==> src/rtl/stack_call_ctrl_pkg.sv <==
// stack_call_ctrl_pkg: shared widths, limits and encodings for the return-stack sequencer.
package stack_call_ctrl_pkg;
    localparam int ADDR_W = 13;
    localparam int DEPTH_MAX = 1023;
    typedef enum logic [1:0] {FC_NONE = 2'b00, FC_OVF = 2'b01, FC_UNF = 2'b10, FC_DESYNC = 2'b11} fault_e;
    typedef enum logic [1:0] {S_IDLE, S_ISSUE, S_CAPTURE, S_FAULT} state_e;
    typedef enum logic [1:0] {OP_NONE, OP_CALL, OP_RET, OP_IRQ} op_e;
    function automatic logic is_push(op_e op);
        return op == OP_CALL || op == OP_IRQ;
    endfunction
endpackage

==> src/rtl/stack_req_arbiter.sv <==
// stack_req_arbiter: pending flags, operand latches and Irq > Call > Ret grant.
module stack_req_arbiter
    import stack_call_ctrl_pkg::*;
(
    input  logic              clk,
    input  logic              rst_n,
    input  logic              call_req,
    input  logic [ADDR_W-1:0] call_nppc,
    input  logic              ret_req,
    input  logic              ret_is_iret,
    input  logic              irq_req,
    input  logic [ADDR_W-1:0] irq_pc,
    input  logic              grant_en,
    input  logic              irq_active,
    input  logic              clr,
    output op_e               grant,
    output logic [ADDR_W-1:0] call_addr,
    output logic [ADDR_W-1:0] irq_addr,
    output logic              ret_iret,
    output logic              pending
);
    logic pend_call, pend_ret, pend_irq;

    // A pending irq is masked, not dropped, while the handler is running.
    assign grant = !grant_en ? OP_NONE :
                   (pend_irq && !irq_active) ? OP_IRQ :
                   pend_call ? OP_CALL :
                   pend_ret ? OP_RET : OP_NONE;
    assign pending = pend_call | pend_ret | pend_irq;

    always_ff @(posedge clk or negedge rst_n) begin
        if (!rst_n) begin
            pend_call <= 1'b0;
            pend_ret  <= 1'b0;
            pend_irq  <= 1'b0;
            call_addr <= '0;
            irq_addr  <= '0;
            ret_iret  <= 1'b0;
        end else if (clr) begin
            pend_call <= 1'b0;
            pend_ret  <= 1'b0;
            pend_irq  <= 1'b0;
        end else begin
            pend_call <= pend_call ? grant != OP_CALL : call_req;
            pend_ret  <= pend_ret ? grant != OP_RET : ret_req;
            pend_irq  <= pend_irq ? grant != OP_IRQ : irq_req;
            if (call_req && !pend_call) call_addr <= call_nppc;
            if (ret_req && !pend_ret) ret_iret <= ret_is_iret;
            if (irq_req && !pend_irq) irq_addr <= irq_pc;
        end
    end
endmodule

==> src/rtl/stack_call_ctrl.sv <==
// stack_call_ctrl: serialises call/return/interrupt requests into single stack push/pop
// operations, tracking a shadow depth so over/underflow is caught before the stack is driven.
module stack_call_ctrl
    import stack_call_ctrl_pkg::*;
#(
    parameter logic [ADDR_W-1:0] IRQ_VECTOR = 13'h0010
) (
    input  logic              Slow_Clock,
    input  logic              Reset,
    input  logic              Call_Req,
    input  logic [ADDR_W-1:0] Call_NPPC,
    input  logic              Ret_Req,
    input  logic              Ret_Is_Iret,
    input  logic              Irq_Req,
    input  logic [ADDR_W-1:0] Irq_PC,
    input  logic              Fault_Clr,
    output logic              Stack_Enable,
    output logic              Stack_Write,
    output logic [ADDR_W-1:0] NPPC,
    input  logic [ADDR_W-1:0] Ret_Add,
    input  logic              Err_Out,
    output logic              Call_Ack,
    output logic              Ret_Ack,
    output logic              Irq_Ack,
    output logic              Op_Err,
    output logic              Jump_Valid,
    output logic [ADDR_W-1:0] Jump_Addr,
    output logic [9:0]        Depth,
    output logic              Irq_Active,
    output logic              Busy,
    output logic              Fault,
    output logic [1:0]        Fault_Code
);
    state_e            state, state_n;
    op_e               grant, op;
    fault_e            code;
    logic [ADDR_W-1:0] call_addr, irq_addr, ret_q;
    logic              ret_iret, iret_q, pending, pre_fail, ok;

    stack_req_arbiter u_arb (
        .clk        (Slow_Clock),
        .rst_n      (Reset),
        .call_req   (Call_Req),
        .call_nppc  (Call_NPPC),
        .ret_req    (Ret_Req),
        .ret_is_iret(Ret_Is_Iret),
        .irq_req    (Irq_Req),
        .irq_pc     (Irq_PC),
        .grant_en   (state == S_IDLE),
        .irq_active (Irq_Active),
        .clr        (state == S_FAULT && Fault_Clr),
        .grant      (grant),
        .call_addr  (call_addr),
        .irq_addr   (irq_addr),
        .ret_iret   (ret_iret),
        .pending    (pending)
    );

    assign Busy       = state != S_IDLE || pending;
    assign Fault      = state == S_FAULT;
    assign Fault_Code = code;

    always_ff @(posedge Slow_Clock or negedge Reset) begin
        if (!Reset) state <= S_IDLE;
        else state <= state_n;
    end

    always_comb begin
        pre_fail = is_push(grant) ? Depth == 10'(DEPTH_MAX) : grant == OP_RET && Depth == '0;
        ok       = state == S_CAPTURE && code == FC_NONE;
        state_n  = state == S_IDLE ? (grant == OP_NONE ? S_IDLE : pre_fail ? S_CAPTURE : S_ISSUE) :
                   state == S_ISSUE ? S_CAPTURE :
                   state == S_CAPTURE ? (code != FC_NONE ? S_FAULT : S_IDLE) :
                   Fault_Clr ? S_IDLE : S_FAULT;
    end

    always_ff @(posedge Slow_Clock or negedge Reset) begin
        if (!Reset) begin
            Stack_Enable <= 1'b0;
            Stack_Write  <= 1'b0;
            NPPC         <= '0;
            Call_Ack     <= 1'b0;
            Ret_Ack      <= 1'b0;
            Irq_Ack      <= 1'b0;
            Op_Err       <= 1'b0;
            Jump_Valid   <= 1'b0;
            Jump_Addr    <= '0;
            Depth        <= '0;
            Irq_Active   <= 1'b0;
            code         <= FC_NONE;
            op           <= OP_NONE;
            iret_q       <= 1'b0;
            ret_q        <= '0;
        end else begin
            Stack_Enable <= grant != OP_NONE && !pre_fail;
            Stack_Write  <= is_push(grant) && !pre_fail;
            Call_Ack     <= state == S_CAPTURE && op == OP_CALL;
            Ret_Ack      <= state == S_CAPTURE && op == OP_RET;
            Irq_Ack      <= state == S_CAPTURE && op == OP_IRQ;
            Op_Err       <= state == S_CAPTURE && code != FC_NONE;
            Jump_Valid   <= ok && op != OP_CALL;
            if (grant != OP_NONE) begin
                op     <= grant;
                iret_q <= ret_iret;
                if (pre_fail) code <= is_push(grant) ? FC_OVF : FC_UNF;
            end
            if (grant == OP_CALL) NPPC <= call_addr;
            else if (grant == OP_IRQ) NPPC <= irq_addr;
            // The stack has acted on the negedge inside ISSUE; its verdict is final here.
            if (state == S_ISSUE) begin
                ret_q <= Ret_Add;
                if (Err_Out) code <= FC_DESYNC;
            end
            if (ok) begin
                Depth <= is_push(op) ? Depth + 10'd1 : Depth - 10'd1;
                if (op != OP_CALL) Jump_Addr <= op == OP_IRQ ? IRQ_VECTOR : ret_q;
                if (op == OP_IRQ) Irq_Active <= 1'b1;
                else if (op == OP_RET && iret_q) Irq_Active <= 1'b0;
            end
            if (state == S_FAULT && Fault_Clr) code <= FC_NONE;
        end
    end
endmodule

==> config.mk <==
export PLATFORM = sky130hd
export DESIGN_NAME = stack_call_ctrl
export DESIGN_NICKNAME = d
export VERILOG_FILES = /design/src/rtl/stack_call_ctrl_pkg.sv /design/src/rtl/stack_req_arbiter.sv /design/src/rtl/stack_call_ctrl.sv
export SDC_FILE = /design/constraint.sdc
export NUM_CORES = 1
export LEC_CHECK = 0
export CAP_MARGIN = 20
export CORE_ASPECT_RATIO = 0.75
export CORE_MARGIN = 8
export CORE_UTILIZATION = 45
export CTS_CLUSTER_DIAMETER = 80
export CTS_CLUSTER_SIZE = 40
export DETAILED_ROUTE_END_ITERATION = 16
export PLACE_DENSITY = 0.81
export SLEW_MARGIN = 0
export SYNTH_ARGS = -nofsm -noshare
export SYNTH_HDL_FRONTEND = slang
export SYNTH_HIERARCHICAL = 1
export SYNTH_SLANG_ARGS = --single-unit
==> constraint.sdc <==
create_clock -name Slow_Clock -period 2.4 [get_ports Slow_Clock]
set_input_delay 0.24 -clock Slow_Clock [delete_from_list [all_inputs] [get_ports Slow_Clock]]
set_output_delay 0.24 -clock Slow_Clock [all_outputs]
set_load 0.02 [all_outputs]
==> flow_metrics.py, run 1 <==
metrics = {
    "outcome": {
        "status": "finished clean",
    },
    "synthesis": {
        "synth.distinct_cells": 46,
        "synth_nets": 381,
        "synth_sequential_area_ratio_pct": 57.6,
        "synth-edff-count": 0,
        "ys_dominant_reg_cell": "sky130_fd_sc_hd__dfrtp_1",
        "synthCells": 330,
        "synthesis.area_per_instance_um2": 12.4,
        "ys_ff_latch": 94,
        "post_syn_area_um2": 4080,
        "number_of_warnings_printed_during_yosys_synthesis": 6,
        "async_reset_ff_share_pct": 100,
    },
    "grt": {
        "grt_util_met1_pct": 20.3,
        "grt_pass1_vias": 3097,
        "pin_count_of_the_biggest_net_entering_global_routing": 52,
        "grt.overflow.total": 0,
        "grt_util_all_layers_pct": 16.4,
        "global_route.peak_usage_layer": "met2",
        "initial_antenna_violation_count": 0,
        "grt_first_pass_wirelength_um": 16100,
        "grt_use_met3_pct": 7.07,
        "use_met2_pct": 25.8,
    },
    "detailed_routing": {
        "route.detailed.wl_per_inst_um": 18.1,
        "drt-pass1-iter-count": 4,
        "viasPerCell": 5.33,
        "drt_iter0_markers": 182,
        "detailroute.via_count": 2929,
        "postRouteWirelength_um": 9960,
        "drt.antenna.violating_nets": 0,
        "post-route-drc-count": 0,
    },
    "critical_path": {
        "critical_path.endpoint_type": "output pin",
        "critical_path.top_delay_family": "simple AND/OR/NAND/NOR gates",
        "cp_cell_sequence": "or3_1 > or3_1 > clkdlybuf4s50_1",
        "timing.reg2reg.setup_slack_ns": 0.23,
        "crit_path_top_delay_cell": "sky130_fd_sc_hd__clkdlybuf4s50_1",
        "cp.required_ns": 2.16,
        "crit_cells": 3,
        "timing.critical_path.to": "Busy",
        "worst_path_largest_cell_delay_ns": 0.55,
        "timing.setup.critical_path_class": "reg -> out",
        "worst_path_most_repeated_cell": "sky130_fd_sc_hd__or3_1",
        "worstSetupStartpointType": "flop",
        "critical_path.startpoint": "u_arb/pend_irq",
        "timing.rr.start": "Depth[1]",
        "path_buf_inv": 1,
        "cp_data_arrival_time_ns": 2.02,
        "worstReg2RegEnd": "Depth[8]",
        "timing.reg2reg.worst_path_depth": 9,
        "cp_max_fo": 4,
    },
    "cts": {
        "clk_transition_reported_paths_ns": 0.06,
        "cts_tree": "done",
        "root_buffer": "sky130_fd_sc_hd__clkbuf_16",
        "clock_tree.htree_level_count": 3,
        "ctsLongestPathBuffers": 2,
        "clkSinkCount": 94,
        "insertion_delay_ns": 0.34,
        "tritoncts.num_buffers": 9,
    },
    "finish": {
        "insertedDiodeCount": 0,
        "layout-drive-gt1-share_pct": 21.0,
        "syn_to_final_growth_pct": 36.2,
        "final_nets": 485,
        "final_util_pct": 62.2,
        "layout.cells.most_common_list": "sky130_fd_sc_hd__dfrtp_1 (93), sky130_fd_sc_hd__clkdlybuf4s50_1 (93), sky130_fd_sc_hd__mux2_2 (43), sky130_fd_sc_hd__nor2_1 (37), sky130_fd_sc_hd__a21oi_1 (20)",
    },
    "timing": {
        "slew_viol_final": 0,
        "max_freq_mhz": 443,
        "setup_violations": 0,
        "timing.hold.ws_ns": 0.443,
        "timing.final.crit_share_pct": 94.1,
        "layout_min_cycle_time_ns": 2.26,
        "hold_violations": 0,
        "max-slew-margin-rel_pct": 60.8,
        "max_slew.worst_pin.slew_ns": 0.586,
        "skew_ns": 0.00490,
    },
    "floorplanning": {
        "start_util_pct": 45.7,
        "core.rowCount": 30,
        "die_width_um": 126,
        "dieHeight_um": 98.5,
        "die_area_um2": 12400,
        "io_pins": 95,
        "floorplan.core_area_um2": 8930,
    },
    "pwr": {
        "power.leakage_nw": 2.32,
        "peakVddDrop_v": 0.000713,
        "power_density_nw_per_um2": 1530,
        "finalPower_w": 0.00851,
    },
    "job": {
        "maxCapViolations": 0,
    },
    "place": {
        "gp_congestion": 0.790,
        "number_of_buffer_cells_added_on_primary_ports": 94,
        "dpl.hpwl_um": 6960,
    },
    "worst_hold_path": {
        "hold_path.class": "in -> async",
    },
}
metrics by stage:
| step | worst slack [ns] | cell area (um2) | TNS [ns] | cells |
|---|---|---|---|---|
| 2_1_floorplan | 0.0731 | 4080 | 0 | 330 |
| 5_1_grt | -0.0369 | 5560 | -0.0369 | 550 |
| 3_5_place_dp | 0.0333 | 5160 | 0 | 530 |
| 6_report | 0.143 | 5560 | 0 | 550 |
| 3_3_place_gp | 0.172 | 5160 | 0 | 530 |
| 4_1_cts | 0.0131 | 5490 | 0 | 546 |
registers in the layout (all words and copies together) (netlist names):
signal / flops
Jump_Addr: 13
op: 2
u_arb/pend_call: 1
u_arb/pend_ret: 1
Depth: 10
iret_q: 1
Irq_Active: 1
u_arb/ret_iret: 1
Call_Ack: 1
u_arb/pend_irq: 1
u_arb/call_addr: 13
state: 2
Fault_Code: 2
u_arb/irq_addr: 13
Stack_Enable: 1
Stack_Write: 1
Jump_Valid: 1
Ret_Ack: 1
Irq_Ack: 1
NPPC: 13
ret_q: 13
Op_Err: 1
kinds of logic after synthesis:
group	share of synthesized area (%)
XOR/XNOR	2.58
multiplexers	15.1
AND/OR/NAND/NOR	10.2
adder cells (fa/ha/maj)	1.23
flip-flops	57.6
buffers and inverters	2.97
AO/OA/AOI/OAI	10.3
worst reg2reg max path: cells and delay by family, from the launching register on:
| kind | cells | cell delay, ns |
|---|---|---|
| flops | 1 | 0.53 |
| compound gates | 4 | 0.82 |
| xor+xnor | 2 | 0.30 |
| simple gates | 2 | 0.18 |
| fa+ha+maj | 1 | 0.26 |
power breakdown:
| group | internal (W) | switching (W) | total (W) | leakage, nW |
|---|---|---|---|---|
| logic | 0.00200 | 0.00197 | 0.00397 | 1.04 |
| clock network | 0.000959 | 0.000563 | 0.00152 | 0.161 |
| registers | 0.00239 | 0.000629 | 0.00302 | 1.12 |
| total | 0.00536 | 0.00316 | 0.00851 | 2.32 |
repair_timing:
action | 4_1_cts | 5_1_grt
buffers inserted | 0 | 4
endpoints found under the hold margin | 43 | 0
setup endpoints to repair | 0 | 5
resized for setup | 0 | 8
hold buffers | 1 | 0
final cells by class:
class	instances	area (um2)
Fill cell	703	3380
Timing Repair Buffer	110	1070
Multi-Input combinational cell	213	1640
Tap cell	112	140
Sequential cell	94	2350
Clock inverter	4	70.1
Clock buffer	11	253
Inverter	6	26.3
routing by layer:
| metal | part of all wire, % | vias up |
|---|---|---|
| met3 | 7.7 | 8 |
| met5 | 0 | - |
| met4 | 0.84 | 0 |
| li1 | - | 1381 |
| met1 | 45 | 1438 |
| met2 | 47 | 102 |
cell usage after synthesis, drive strengths merged, types with 3 or more instances:
| library cell | n | area (um2) |
|---|---|---|
| nand2b | 3 | 18.8 |
| inv | 6 | 22.5 |
| nor3 | 7 | 35.0 |
| mux2 | 43 | 484 |
| o21ai | 6 | 33.8 |
| nor2 | 37 | 139 |
| clkbuf | 9 | 43.8 |
| nand4 | 3 | 18.8 |
| nor4 | 4 | 25.0 |
| a22o | 13 | 114 |
| a21oi | 20 | 100 |
| xor2 | 5 | 43.8 |
| dfrtp | 94 | 2350 |
| buf | 8 | 55.1 |
| nand2 | 10 | 40.0 |
| xnor2 | 7 | 61.3 |
| ha | 4 | 50.1 |
| nand3 | 3 | 15.0 |
| nor2b | 5 | 31.3 |
| mux2i | 13 | 130 |
| or3 | 4 | 30.0 |
worst min-delay path by stage:
stage | from | end | slack (ns) | depth (start not counted)
6_report | Reset | NPPC[0] | 0.44 | 2
3_3_place_gp | Reset | NPPC[0] | 0.27 | 1
4_1_cts | Reset | NPPC[10] | 0.47 | 2
5_1_grt | Reset | u_arb/irq_addr[12] | 0.49 | 2
3_5_place_dp | Reset | NPPC[0] | 0.28 | 1
2_1_floorplan | Reset | Call_Ack | -0.06 | 0
(Power assumes the default switching activity.)
==> run 2, diff against run 1 <==
==> constraint.sdc (replaced) <==
create_clock -name Slow_Clock -period 2.01 [get_ports Slow_Clock]
set_input_delay 0.201 -clock Slow_Clock [delete_from_list [all_inputs] [get_ports Slow_Clock]]
set_output_delay 0.201 -clock Slow_Clock [all_outputs]
set_load 0.02 [all_outputs]
==> run 2 against run 1 <==
Clock-buffer cell count grew 1. Setup slack lost 0.041 ns. Clock skew is essentially flat. Critical endpoint is now Depth[9]. Utilization grew 2.0 points. Largest power group unchanged.
==> flow_metrics.py, run 2 (synthesis results as in run 1) <==
metrics = {
    "outcome": {
        "status": "finished clean",
    },
    "pwr": {
        "internal_power_w": 0.00672,
        "power.switching_fraction_pct": 36.9,
        "power_frac_comb_pct": 49.0,
        "p_switching_w": 0.00394,
        "seq_power_share_pct": 33.1,
        "power_density_nw_per_um2": 1860,
        "power.share.clock_pct": 17.9,
        "power.leakage_nw": 2.42,
        "peakVddDrop_v": 0.000894,
    },
    "finish": {
        "filler_cell_count": 714,
        "finish.cell_count_without_fillers": 566,
        "layout.cells.most_common_list": "sky130_fd_sc_hd__dfrtp_1 (93), sky130_fd_sc_hd__clkdlybuf4s50_1 (92), sky130_fd_sc_hd__mux2_2 (43), sky130_fd_sc_hd__nor2_1 (37), sky130_fd_sc_hd__buf_4 (28)",
        "syn_to_final_growth_pct": 40.6,
        "insertedDiodeCount": 0,
        "final_common_cell": "sky130_fd_sc_hd__dfrtp_1",
        "final_nets": 500,
        "layout-drive-gt1-share_pct": 24.4,
    },
    "critical_path": {
        "crit_path_top_delay_cell": "sky130_fd_sc_hd__or3_4",
        "timing.reg2reg.setup_slack_ns": 0.10,
        "cp_data_arrival_time_ns": 2.13,
        "worstSetupStartpointType": "flop",
        "cp.required_ns": 2.23,
        "worstReg2RegEnd": "Depth[9]",
        "critical_path.endpoint_type": "flop",
        "timing.setup.critical_path_class": "reg -> reg",
        "timing.reg2reg.worst_path_depth": 8,
        "crit_cells": 8,
        "worst_path_largest_cell_delay_ns": 0.40,
        "critical_path.top_delay_family": "simple AND/OR/NAND/NOR gates",
        "path_buf_inv": 1,
        "cp_max_fo": 4,
        "cp_cell_sequence": "inv_1 > ha_2 > nor3_1 > or3_4 > o21ai_2 > xnor2_1 > nor2_1 > xor2_1",
        "timing.rr.start": "op[0]",
        "critical_path.startpoint": "op[0]",
    },
    "grt": {
        "grt_util_all_layers_pct": 17.0,
        "grt.overflow.total": 0,
        "initial_antenna_violation_count": 0,
        "grt_first_pass_wirelength_um": 16800,
        "grt_pass1_vias": 3298,
        "pin_count_of_the_biggest_net_entering_global_routing": 51,
    },
    "floorplanning": {
        "io_pins": 95,
        "die_width_um": 126,
        "core.rowCount": 30,
        "floorplan.core_area_um2": 8930,
        "die_area_um2": 12400,
        "start_util_pct": 45.7,
        "dieHeight_um": 98.5,
    },
    "cts": {
        "root_buffer": "sky130_fd_sc_hd__clkbuf_16",
        "clkSinkCount": 94,
        "tritoncts.num_buffers": 9,
        "cts_tree": "done",
        "clk_transition_reported_paths_ns": 0.06,
        "insertion_delay_ns": 0.34,
        "ctsLongestPathBuffers": 2,
        "clock_tree.htree_level_count": 3,
    },
    "timing": {
        "hold_violations": 0,
        "max_freq_mhz": 524,
        "setup_violations": 0,
        "timing.final.ws_setup_ns": 0.101,
        "timing.final.crit_share_pct": 95.0,
        "max_slew.worst_pin.slew_ns": 0.590,
        "slew_viol_final": 0,
        "skew_ns": 0.00504,
        "grt_setup_unrepaired": "true",
        "layout_min_cycle_time_ns": 1.91,
        "tns_ns": 0,
        "max-slew-margin-rel_pct": 60.7,
    },
    "place": {
        "dpl.hpwl_um": 7360,
        "number_of_buffer_cells_added_on_primary_ports": 94,
        "place_worst_setup_slack_ns": -0.0302,
        "place_inst": 545,
        "gp_congestion": 0.807,
    },
    "detailed_routing": {
        "drt.antenna.violating_nets": 0,
        "post-route-drc-count": 0,
        "postRouteWirelength_um": 10400,
        "drt-pass1-iter-count": 4,
        "met1_length_um": 4420,
        "route.detailed.wl_per_inst_um": 18.3,
        "drt_iter0_markers": 194,
        "route.top_layer_used": "met4",
        "detailroute.via_count": 3025,
        "routed-wl-met2_um": 5030,
        "dr_wl_met3_um": 822,
        "viasPerCell": 5.34,
    },
    "job": {
        "maxCapViolations": 0,
    },
    "worst_hold_path": {
        "hold_path.class": "in -> async",
    },
}
[run 2: changes by cell type in the layout (fill, tap and decap cells not counted), moves of 2 or more]
cell                       delta
sky130_fd_sc_hd__clkbuf_1     +3
sky130_fd_sc_hd__ha_1         -2
sky130_fd_sc_hd__o21ai_0      -3
sky130_fd_sc_hd__buf_4       +13
sky130_fd_sc_hd__o21ai_1      +2
sky130_fd_sc_hd__clkbuf_8     -2
sky130_fd_sc_hd__ha_2         +2
sky130_fd_sc_hd__buf_12       +2
[run 2: worst max path at each step]
stage / to
final: Depth[9]
after CTS: Busy
after detailed placement: Fault_Code[0]
after floorplan: Depth[8]
after global placement: Fault_Code[0]
after global routing: Depth[8]
[run 2: stage by stage]
stage / hold WS, ns / util [%] / total power, W / cell area [um2]
after global placement: 0.231 / 59.4 / 0.00835 / 5310
final: 0.407 / 64.2 / 0.0107 / 5740
after floorplan: -0.0946 / - / 0.00656 / 4110
after global routing: 0.454 / 64.2 / 0.0113 / 5740
after detailed placement: 0.243 / 59.4 / 0.00858 / 5310
after CTS: 0.426 / 63.7 / 0.0106 / 5690
[run 2: cell type report]
class | count | area (um2) | area share, %
clock inverter | 4 | 95.1 | 1.66
multi-input combinational | 213 | 1690 | 29.4
sequential | 94 | 2350 | 41.0
inverter | 6 | 22.5 | 0.392
timing repair buffer | 125 | 1210 | 21.0
tap | 112 | 140 | 2.44
clock buffer | 12 | 236 | 4.12
[run 2: power by group through the flow]
stage          clock network, W  registers, W  logic (W)
3_5_place_dp                  0       0.00354    0.00504
2_1_floorplan                 0       0.00392    0.00264
5_1_grt                 0.00201       0.00365    0.00564
3_3_place_gp                  0       0.00348    0.00487
6_report                0.00191       0.00353    0.00522
4_1_cts                 0.00194       0.00353    0.00513
[run 2: metal layers]
layer	global-route usage (%)	up-vias
met5	0	-
met4	3.13	0
met2	28.3	104
li1	-	1419
met1	20.2	1495
met3	7.17	7
[run 2: worst register-to-register path, delay by kind of cell, from the launching register on]
kind / cells / cell delay (ns)
simple gates: 3 / 0.52
flops: 1 / 0.38
fa+ha+maj: 1 / 0.37
xor+xnor: 2 / 0.27
compound gates: 1 / 0.15
buf+inv: 1 / 0.09
[run 2: what timing repair did]
item,4_1_cts,5_1_grt
resized for setup,5,12
hold endpoints to repair,44,0
pin swaps,2,4
hold buffers,1,0
endpoints found under the setup margin,3,6
setup buffers,3,1
